## config.mk

```make
export PLATFORM = sky130hd
export DESIGN_NAME = fu_complete_arbiter
export DESIGN_NICKNAME = d
export VERILOG_FILES = /design/src/rtl/fu_complete_arbiter.sv
export SDC_FILE = /design/constraint.sdc
export NUM_CORES = 1
export LEC_CHECK = 0
export BUFFER_PORTS_ARGS = -buffer_cell sky130_fd_sc_hd__buf_2
export CAP_MARGIN = 10
export CORE_MARGIN = 8
export CORE_UTILIZATION = 45
export CTS_BUF_LIST = sky130_fd_sc_hd__clkbuf_2 sky130_fd_sc_hd__clkbuf_4 sky130_fd_sc_hd__clkbuf_8
export DETAILED_ROUTE_END_ITERATION = 8
export GPL_ROUTABILITY_DRIVEN = 1
export GPL_TIMING_DRIVEN = 1
export PLACE_DENSITY = 0.69
export SLEW_MARGIN = 25
export SYNTH_ARGS = -nofsm -noshare
export SYNTH_HDL_FRONTEND = slang
export SYNTH_SLANG_ARGS = --single-unit
```

## constraint.sdc

```tcl
create_clock -name clock -period 7.5 [get_ports clock]
set_input_delay 1.875 -clock clock [delete_from_list [all_inputs] [get_ports clock]]
set_output_delay 1.875 -clock clock [all_outputs]
set_load 0.01 [all_outputs]
```

## src/rtl/fu_complete_arbiter.sv

```systemverilog
// Complete-stage arbiter: one holding slot per functional unit, drained
// round-robin into a registered complete packet with backpressure and squash.
module fu_complete_arbiter #(
  parameter int NUM_FU       = 6,
  parameter int DATA_W       = 32,
  parameter int TAG_W        = 6,
  parameter int ROB_W        = 5,
  parameter int STALL_THRESH = 2
) (
  input  logic                     clock,
  input  logic                     reset_n,
  input  logic [NUM_FU-1:0]        fu_valid,
  output logic [NUM_FU-1:0]        fu_ready,
  input  logic [NUM_FU*DATA_W-1:0] fu_data,
  input  logic [NUM_FU*TAG_W-1:0]  fu_tag,
  input  logic [NUM_FU*ROB_W-1:0]  fu_rob,
  input  logic [NUM_FU-1:0]        fu_take_branch,
  input  logic                     squash,
  input  logic                     cmp_ready,
  output logic                     cmp_valid,
  output logic [2:0]               cmp_fu,
  output logic [DATA_W-1:0]        cmp_data,
  output logic [TAG_W-1:0]         cmp_tag,
  output logic [ROB_W-1:0]         cmp_rob,
  output logic                     cmp_take_branch,
  output logic [NUM_FU-1:0]        fu_rs_stall,
  output logic                     dispatch_stall,
  output logic [2:0]               occupancy
);

  localparam logic [2:0] BRANCH_IDX = 3'(NUM_FU - 1);

  logic [NUM_FU-1:0]             slot_valid_q, slot_valid_d;
  logic [NUM_FU-1:0][DATA_W-1:0] slot_data_q, slot_data_d;
  logic [NUM_FU-1:0][TAG_W-1:0]  slot_tag_q, slot_tag_d;
  logic [NUM_FU-1:0][ROB_W-1:0]  slot_rob_q, slot_rob_d;
  logic [NUM_FU-1:0]             slot_tb_q, slot_tb_d;

  logic [2:0]        rr_ptr_q, rr_ptr_d;
  logic              cmp_valid_q, cmp_valid_d;
  logic [2:0]        cmp_fu_q, cmp_fu_d;
  logic [DATA_W-1:0] cmp_data_q, cmp_data_d;
  logic [TAG_W-1:0]  cmp_tag_q, cmp_tag_d;
  logic [ROB_W-1:0]  cmp_rob_q, cmp_rob_d;
  logic              cmp_tb_q, cmp_tb_d;
  logic [2:0]        occupancy_q, occupancy_d;

  logic              load_ok;
  logic              hi_found, lo_found;
  logic [2:0]        hi_idx, lo_idx;
  logic              grant_any;
  logic [2:0]        grant_idx;
  logic [NUM_FU-1:0] grant;

  // Round-robin pick: lowest valid index at or above rr_ptr, else lowest valid overall.
  always_comb begin
    load_ok  = !cmp_valid_q || cmp_ready;
    hi_found = 1'b0;
    lo_found = 1'b0;
    hi_idx   = '0;
    lo_idx   = '0;
    for (int i = NUM_FU - 1; i >= 0; i--) begin
      if (slot_valid_q[i]) begin
        lo_found = 1'b1;
        lo_idx   = 3'(i);
        if (3'(i) >= rr_ptr_q) begin
          hi_found = 1'b1;
          hi_idx   = 3'(i);
        end
      end
    end
    grant_idx = hi_found ? hi_idx : lo_idx;
    grant_any = lo_found && load_ok && !squash;
    grant     = grant_any ? ({{(NUM_FU-1){1'b0}}, 1'b1} << grant_idx) : '0;
  end

  assign fu_ready    = {NUM_FU{!squash}} & (~slot_valid_q | grant);
  assign fu_rs_stall = slot_valid_q & ~grant;

  always_comb begin
    slot_valid_d = slot_valid_q;
    slot_data_d  = slot_data_q;
    slot_tag_d   = slot_tag_q;
    slot_rob_d   = slot_rob_q;
    slot_tb_d    = slot_tb_q;
    for (int i = 0; i < NUM_FU; i++) begin
      if (grant[i]) begin
        slot_valid_d[i] = 1'b0;
      end
      if (fu_valid[i] && fu_ready[i]) begin
        slot_valid_d[i] = 1'b1;
        slot_data_d[i]  = fu_data[i*DATA_W +: DATA_W];
        slot_tag_d[i]   = fu_tag[i*TAG_W +: TAG_W];
        slot_rob_d[i]   = fu_rob[i*ROB_W +: ROB_W];
        slot_tb_d[i]    = fu_take_branch[i];
      end
    end
    if (squash) begin
      slot_valid_d = '0;
    end

    occupancy_d = '0;
    for (int i = 0; i < NUM_FU; i++) begin
      occupancy_d = occupancy_d + 3'(slot_valid_d[i]);
    end
  end

  // Packet register: loads the granted slot, empties when nothing is pending.
  always_comb begin
    cmp_valid_d = cmp_valid_q;
    cmp_fu_d    = cmp_fu_q;
    cmp_data_d  = cmp_data_q;
    cmp_tag_d   = cmp_tag_q;
    cmp_rob_d   = cmp_rob_q;
    cmp_tb_d    = cmp_tb_q;
    rr_ptr_d    = rr_ptr_q;
    if (squash) begin
      cmp_valid_d = 1'b0;
    end else if (grant_any) begin
      cmp_valid_d = 1'b1;
      cmp_fu_d    = grant_idx;
      cmp_data_d  = slot_data_q[grant_idx];
      cmp_tag_d   = slot_tag_q[grant_idx];
      cmp_rob_d   = slot_rob_q[grant_idx];
      cmp_tb_d    = (grant_idx == BRANCH_IDX) && slot_tb_q[grant_idx];
      rr_ptr_d    = (grant_idx == BRANCH_IDX) ? 3'd0 : grant_idx + 3'd1;
    end else if (load_ok) begin
      cmp_valid_d = 1'b0;
    end
  end

  always_ff @(posedge clock or negedge reset_n) begin
    if (!reset_n) begin
      slot_valid_q <= '0;
      slot_data_q  <= '0;
      slot_tag_q   <= '0;
      slot_rob_q   <= '0;
      slot_tb_q    <= '0;
      rr_ptr_q     <= '0;
      cmp_valid_q  <= 1'b0;
      cmp_fu_q     <= '0;
      cmp_data_q   <= '0;
      cmp_tag_q    <= '0;
      cmp_rob_q    <= '0;
      cmp_tb_q     <= 1'b0;
      occupancy_q  <= '0;
    end else begin
      slot_valid_q <= slot_valid_d;
      slot_data_q  <= slot_data_d;
      slot_tag_q   <= slot_tag_d;
      slot_rob_q   <= slot_rob_d;
      slot_tb_q    <= slot_tb_d;
      rr_ptr_q     <= rr_ptr_d;
      cmp_valid_q  <= cmp_valid_d;
      cmp_fu_q     <= cmp_fu_d;
      cmp_data_q   <= cmp_data_d;
      cmp_tag_q    <= cmp_tag_d;
      cmp_rob_q    <= cmp_rob_d;
      cmp_tb_q     <= cmp_tb_d;
      occupancy_q  <= occupancy_d;
    end
  end

  assign cmp_valid       = cmp_valid_q;
  assign cmp_fu          = cmp_fu_q;
  assign cmp_data        = cmp_data_q;
  assign cmp_tag         = cmp_tag_q;
  assign cmp_rob         = cmp_rob_q;
  assign cmp_take_branch = cmp_tb_q;
  assign occupancy       = occupancy_q;
  assign dispatch_stall  = (occupancy_q >= 3'(STALL_THRESH));

endmodule

```

==> After elaboration in Yosys (flattened, before gate mapping) <==
Cells that the tools add are included.
{ "word_totals": {"reg_bits": 324, "latchBits": 0, "ramBits": 0, "mem_bits_ro": 0, "inputBits": 274, "out_inout_bits": 64, "elab_cells": 132, "memories": 0} }
{ "op_classes": {"n_addsub": 6, "multipliers": 0, "n_div": 0, "order_cmp": 8, "n_eq_ne": 1, "n_shift": 1, "mux": 63, "bitwise": 6, "n_reduce_logical": 14} }
{ "op_table": {"columns": ["operator", "n"], "rows": [
  ["$bmux 32 s3", 1],
  ["$mux 3", 20],
  ["$mux 1", 34],
  ["$mux 32", 1],
  ["$bmux 6 s3", 1],
  ["$mux 6", 3],
  ["$bmux 5 s3", 1],
  ["$and 6x6->6", 2],
  ["$not 6->6", 2],
  ["$add 3x1->3", 3],
  ["$logic_and 1x1->1", 9],
  ["$ge 1x3->1 const A", 2],
  ["$ge 2x3->1 const A", 2],
  ["$ge 3x3->1 const A", 2],
  ["$or 6x6->6", 1],
  ["$shl 1x3->6 const A", 1],
  ["$mux 5", 1],
  ["$lt 3x4->1 const B", 1],
  ["$add 2x1->3", 1],
  ["$add 3x1->3 const B", 1],
  ["$bmux 1 s3", 1],
  ["$eq 3x3->1 const B", 1],
  ["$ge 3x2->1 const B", 1],
  ["$reduce_bool 3->1", 1],
  ["other kinds (5)", 6]
]} }

==> Depth between registers and ports, before layout <==
{ "depth": {"depth_word": 26, "depth_mapped": 18, "depth_no_buf": 15} }

==> Least setup slack after synthesis <==
OpenSTA, ideal clock, no wires.
{ "synth_path": {"kind": "input to output", "from": "in cmp_ready", "to": "out fu_ready[4]", "t_arrival_ns": 3.397, "required_time_ns": 5.625, "slack_ns": 2.228, "cell_stages": 6, "path_buffers": 0, "path_cell_list": "inv_1 -> a221oi_4 -> nand4_2 -> o41ai_4 -> inv_1 -> nor2_1"} }
{ "synth_between": {"elab_chain_cells": 6} }
{ "synth_lines": {"columns": ["item", "line", "source"], "rows": [
  ["from (decl)", "19", "input logic cmp_ready,"],
  ["$logic_or 1x1->1", "57", "load_ok = !cmp_valid_q || cmp_ready;"],
  ["$logic_and 1x1->1 (2 in a row)", "73", "grant_any = lo_found && load_ok && !squash;"],
  ["$mux 6", "74", "grant = grant_any ? ({{(NUM_FU-1){1'b0}}, 1'b1} << grant_idx) : '0;"],
  ["$or 6x6->6", "77", "assign fu_ready = {NUM_FU{!squash}} & (~slot_valid_q | grant);"],
  ["$and 6x6->6", "77", null],
  ["to (decl)", "13", "output logic [NUM_FU-1:0] fu_ready,"]
]} }
No other way between the ends.

==> Final worst setup path <==
{ "layout_path": {"from": "reg slot_valid_q[2]", "to": "out fu_ready[3]"} }
{ "layout_between": {"elab_chain_cells": 10, "elab_cells_between_ends": 23, "cone_classes": "1 x shift; 18 x mux; 2 x bitwise; 2 x reduce/logical"} }
{ "layout_lines": {"columns": ["item", "line", "source"], "rows": [
  ["from (decl)", "33", "logic [NUM_FU-1:0] slot_valid_q, slot_valid_d;"],
  ["from (signal assigned)", "148", "slot_valid_q <= slot_valid_d;"],
  ["$mux 3 / $mux 1 (equally long branches)", "63", "if (slot_valid_q[i]) begin"],
  ["$mux 3 / $mux 1 (equally long branches)", "66", "if (3'(i) >= rr_ptr_q) begin"],
  ["$mux 3 / $mux 1 (equally long branches)", "63", null],
  ["$mux 3 / $mux 1 (equally long branches)", "66", null],
  ["$mux 3 / $mux 1 (equally long branches)", "63", null],
  ["$mux 3", "72", "grant_idx = hi_found ? hi_idx : lo_idx;"],
  ["$shl 1x3->6", "74", null],
  ["$mux 6 (*)", "74", null],
  ["$or 6x6->6 (*)", "77", null],
  ["$and 6x6->6 (*)", "77", null]
]} }
Mark *: on every way between the ends. The rest lies on a longest branch, timed or not.

==> results.toml <==
[route]
top_layer = "met5"
drcViolationCount = 0
drt_iter0_drc = 399
totalWireLength_um = 39220
post_drt_via_cell_ratio = 5.345
wl_per_cell_um = 21.80
routed-via-count = 9615
detailed_routed_wire_length_on_met2_um = 18400
met3WireLength_um = 2582
ant_nets = 0
wl_met1_um = 17180
first_pass_iters = 4

[sta]
setup-tns-final_ns = 0
achievable-frequency_ghz = 0.1755
timing_worst_slew_pin_value_ns = 0.9777
grt_setup_unrepaired = "no"
setup_viol_count_final = 0
timing.max_slew.rel_slack_pct = 34.82
finalHoldViolCount = 0
layout_min_cycle_time_ns = 5.699
slew_viol_final = 0
timing.final.crit_share_pct = 75.98
fin_worst_skew_ns = 0.02290

[clocking]
ctsHtreeMaxLevel = 2
post-cts-setup-buffer-count = 0
postCtsResizedCells = 0
clkSlewWorstSetupHoldPaths_ns = 0.06
clock-sinks = 319
clk_latency_ns = 0.57
clk_path_buf_depth = 3
ctsHoldBuffers = 0
ctsRootBufferMaster = "sky130_fd_sc_hd__clkbuf_8"
cts_tree = "yes"
cts_buffers = 54

[power]
p_per_area_nw_per_um2 = 349.2
p_leak_nw = 8.401
vdd_drop_max_mv = 0.2253

[global_route]
globalRouteOverflowTotal = 0
grt_start_max_net_pins = 144
antenna_violations_before_repair = 11
gr-usage-all-layers_pct = 20.23
global_route_wire_length_before_repair_um = 61220
first_global_vias = 10790

[final_layout]
area_growth_syn_to_layout_pct = 22.18
post_layout_nonfiller_instances = 1799
post_route_cells_drive_above_1_share_pct = 51.29
final_net_count = 1630
util_after_layout_pct = 55.95

[floorplan]
initial_core_utilization_pct = 45.79
ioPinCount = 338
fp.dieArea_um2 = 38190
die_w_um = 195.4
die-height_um = 195.4
fp.coreArea_um2 = 31640
row_count = 65

[critical_path]
reg2reg_slack_ns = 2.48
timing_worst_setup_path_type = "register to output port"
worst_setup_path_start_kind = "register"
cp_data_arrival_time_ns = 3.82
worstPathRequired_ns = 5.62
worst-r2r-cell-count = 16
worst_r2r_endpoint = "occupancy[1]"
worst_setup_path_end_kind = "output port"
critical_path_peak_fanout = 47
crit-reg2reg-launch = "slot_valid_q[2]"
max_incr_delay_on_cp_ns = 0.66
critPathSlowestCell = "sky130_fd_sc_hd__buf_4"
critical_path.cell_chain = "a21boi_1 > o21ai_0 > and4_1 > nor3_2 > buf_4 > nor2_1 > ha_1 > a21boi_0 > nor2_1 > buf_2"
path_common_cell = "sky130_fd_sc_hd__nor2_1"

[place]
place_inst = 1697
io_buffers = 332
gp_congestion = 0.8365
place_hpwl_um = 25950

[synth]
synth-async-reset-ratio_pct = 100.0
synth-main-ff-cell = "sky130_fd_sc_hd__dfrtp_1"
yosysWarningCount = 0
mappedNetlistArea_um2 = 14490
syn_area_per_cell_um2 = 14.32
register_bit_count_reported_by_yosys = 319
synth-edff-count = 0
synth-seq-area-share_pct = 55.10
syn-instance-count = 1012
post_synth_cell_types = 56
postSynthNetCount = 1291

[min_path]
timing.hold.worst.start = "cmp_tag[5]"
min-delay-path-class = "register to register"
whs_path_depth = 2
hold_path_end = "cmp_tag[5]"

[outcome]
run_status = "finished clean"

[job]
max_capacitance_violation_total = 0
-- per-stage QoR --
step	total power [W]	cell area (µm²)	setup WS [ns]	hold slack (ns)
final	0.006182	17700	1.801	0.4802
after global routing	0.006541	17690	1.505	0.5027
after CTS	0.006261	17680	1.739	0.4838
after detailed placement	0.004603	16530	2.053	0.4679
after global placement	0.004542	16500	2.091	0.4662
after floorplan	0.003937	14490	2.228	0.4574
-- critical path, delay by kind of cell, from the launching register on --
| kind | cells | cell delay, ns |
|---|---|---|
| buffers and inverters | 2 | 0.82 |
| AO/OA/AOI/OAI | 3 | 1.03 |
| adder cells (fa/ha/maj) | 1 | 0.21 |
| flip-flops | 1 | 0.44 |
| AND/OR/NAND/NOR | 4 | 0.76 |
-- cells in the final DEF, fill, tap and decap left out, types with 2 or more instances in the layout --
master,instances
sky130_fd_sc_hd__a21o_1,2
sky130_fd_sc_hd__clkbuf_4,22
sky130_fd_sc_hd__mux2_4,40
sky130_fd_sc_hd__diode_2,7
sky130_fd_sc_hd__o21a_1,2
sky130_fd_sc_hd__buf_4,12
sky130_fd_sc_hd__o311ai_1,2
sky130_fd_sc_hd__nand3_1,2
sky130_fd_sc_hd__or2_2,2
sky130_fd_sc_hd__a31oi_1,3
sky130_fd_sc_hd__nand2_1,52
sky130_fd_sc_hd__mux2i_1,129
sky130_fd_sc_hd__fa_1,3
sky130_fd_sc_hd__nand3b_1,3
sky130_fd_sc_hd__and2_1,2
sky130_fd_sc_hd__dfrtp_1,319
sky130_fd_sc_hd__o221ai_1,43
sky130_fd_sc_hd__inv_1,13
sky130_fd_sc_hd__buf_2,331
sky130_fd_sc_hd__a21oi_4,2
sky130_fd_sc_hd__o31ai_4,2
sky130_fd_sc_hd__mux2_1,50
sky130_fd_sc_hd__clkinv_2,3
sky130_fd_sc_hd__a21oi_1,4
sky130_fd_sc_hd__mux2_2,212
sky130_fd_sc_hd__nor2_1,18
sky130_fd_sc_hd__nand2b_1,5
sky130_fd_sc_hd__o21ai_0,4
sky130_fd_sc_hd__a21boi_0,2
sky130_fd_sc_hd__clkbuf_8,68
sky130_fd_sc_hd__ha_1,2
-- cells in the mapped netlist, types with 5 or more instances --
master | instances | area share (%)
sky130_fd_sc_hd__nor2_1 | 18 | 0.47
sky130_fd_sc_hd__mux2i_1 | 129 | 8.9
sky130_fd_sc_hd__buf_2 | 37 | 1.3
sky130_fd_sc_hd__clkbuf_1 | 18 | 0.47
sky130_fd_sc_hd__mux2_4 | 40 | 4.1
sky130_fd_sc_hd__mux2_2 | 212 | 16
sky130_fd_sc_hd__nand2b_1 | 5 | 0.22
sky130_fd_sc_hd__mux2_1 | 50 | 3.9
sky130_fd_sc_hd__nand2_1 | 52 | 1.3
sky130_fd_sc_hd__dfrtp_1 | 319 | 55
sky130_fd_sc_hd__inv_1 | 13 | 0.34
sky130_fd_sc_hd__o221ai_1 | 43 | 2.6
-- final cells by class --
cell class	count	area, µm²
timing repair buffer	347	1821
inverter	13	48.80
clock inverter	5	52.55
antenna	7	17.52
multi-input combinational	616	6175
clock buffer	90	1101
sequential	319	7983
tap	402	503.0
fill	2645	13940
-- power by group --
part / internal (W) / switching (W) / leakage, nW / total (W)
sequential: 0.00220 / 0.000264 / 3.79 / 0.00246
clock: 0.000952 / 0.000681 / 0.616 / 0.00163
combinational: 0.00106 / 0.00102 / 4.00 / 0.00208
total: 0.00421 / 0.00197 / 8.40 / 0.00618
-- logic make-up (layout without fill, tap and decap cells) --
| family | after synthesis | in the layout | synth area share (%) |
|---|---|---|---|
| flops | 319 | 319 | 55.10 |
| mux | 431 | 431 | 33.42 |
| fa+ha+maj | 5 | 5 | 0.5873 |
| other cells | 0 | 7 | 0 |
| buf+inv | 77 | 455 | 2.625 |
| simple gates | 97 | 97 | 3.118 |
| compound gates | 83 | 83 | 5.147 |
-- layer usage --
layer  up-vias  GRT usage (%)
met2       303          32.44
met3        87          5.347
met4        14          6.120
li1       4381              -
met1      4830          26.58
met5         -              0
-- state kept, by name (all words and copies together) (netlist names) --
| signal | flops |
|---|---|
| cmp_fu | 3 |
| cmp_tag | 6 |
| cmp_take_branch | 1 |
| slot_data_q | 192 |
| slot_tb_q | 1 |
| slot_rob_q | 30 |
| slot_valid_q | 6 |
| occupancy | 3 |
| cmp_rob | 5 |
| rr_ptr_q | 3 |
| cmp_valid | 1 |
| cmp_data | 32 |
| slot_tag_q | 36 |
-- how the worst max path moves through the flow --
stage | slack [ns] | startpoint | end
2_1_floorplan | 2.23 | cmp_ready | fu_ready[4]
5_1_grt | 1.51 | slot_valid_q[2] | fu_ready[3]
3_5_place_dp | 2.05 | squash | fu_ready[2]
4_1_cts | 1.74 | slot_valid_q[2] | fu_ready[3]
3_3_place_gp | 2.09 | cmp_ready | fu_ready[2]
6_report | 1.80 | slot_valid_q[2] | fu_ready[3]
Note: power is estimated with default switching activity, not from simulation.
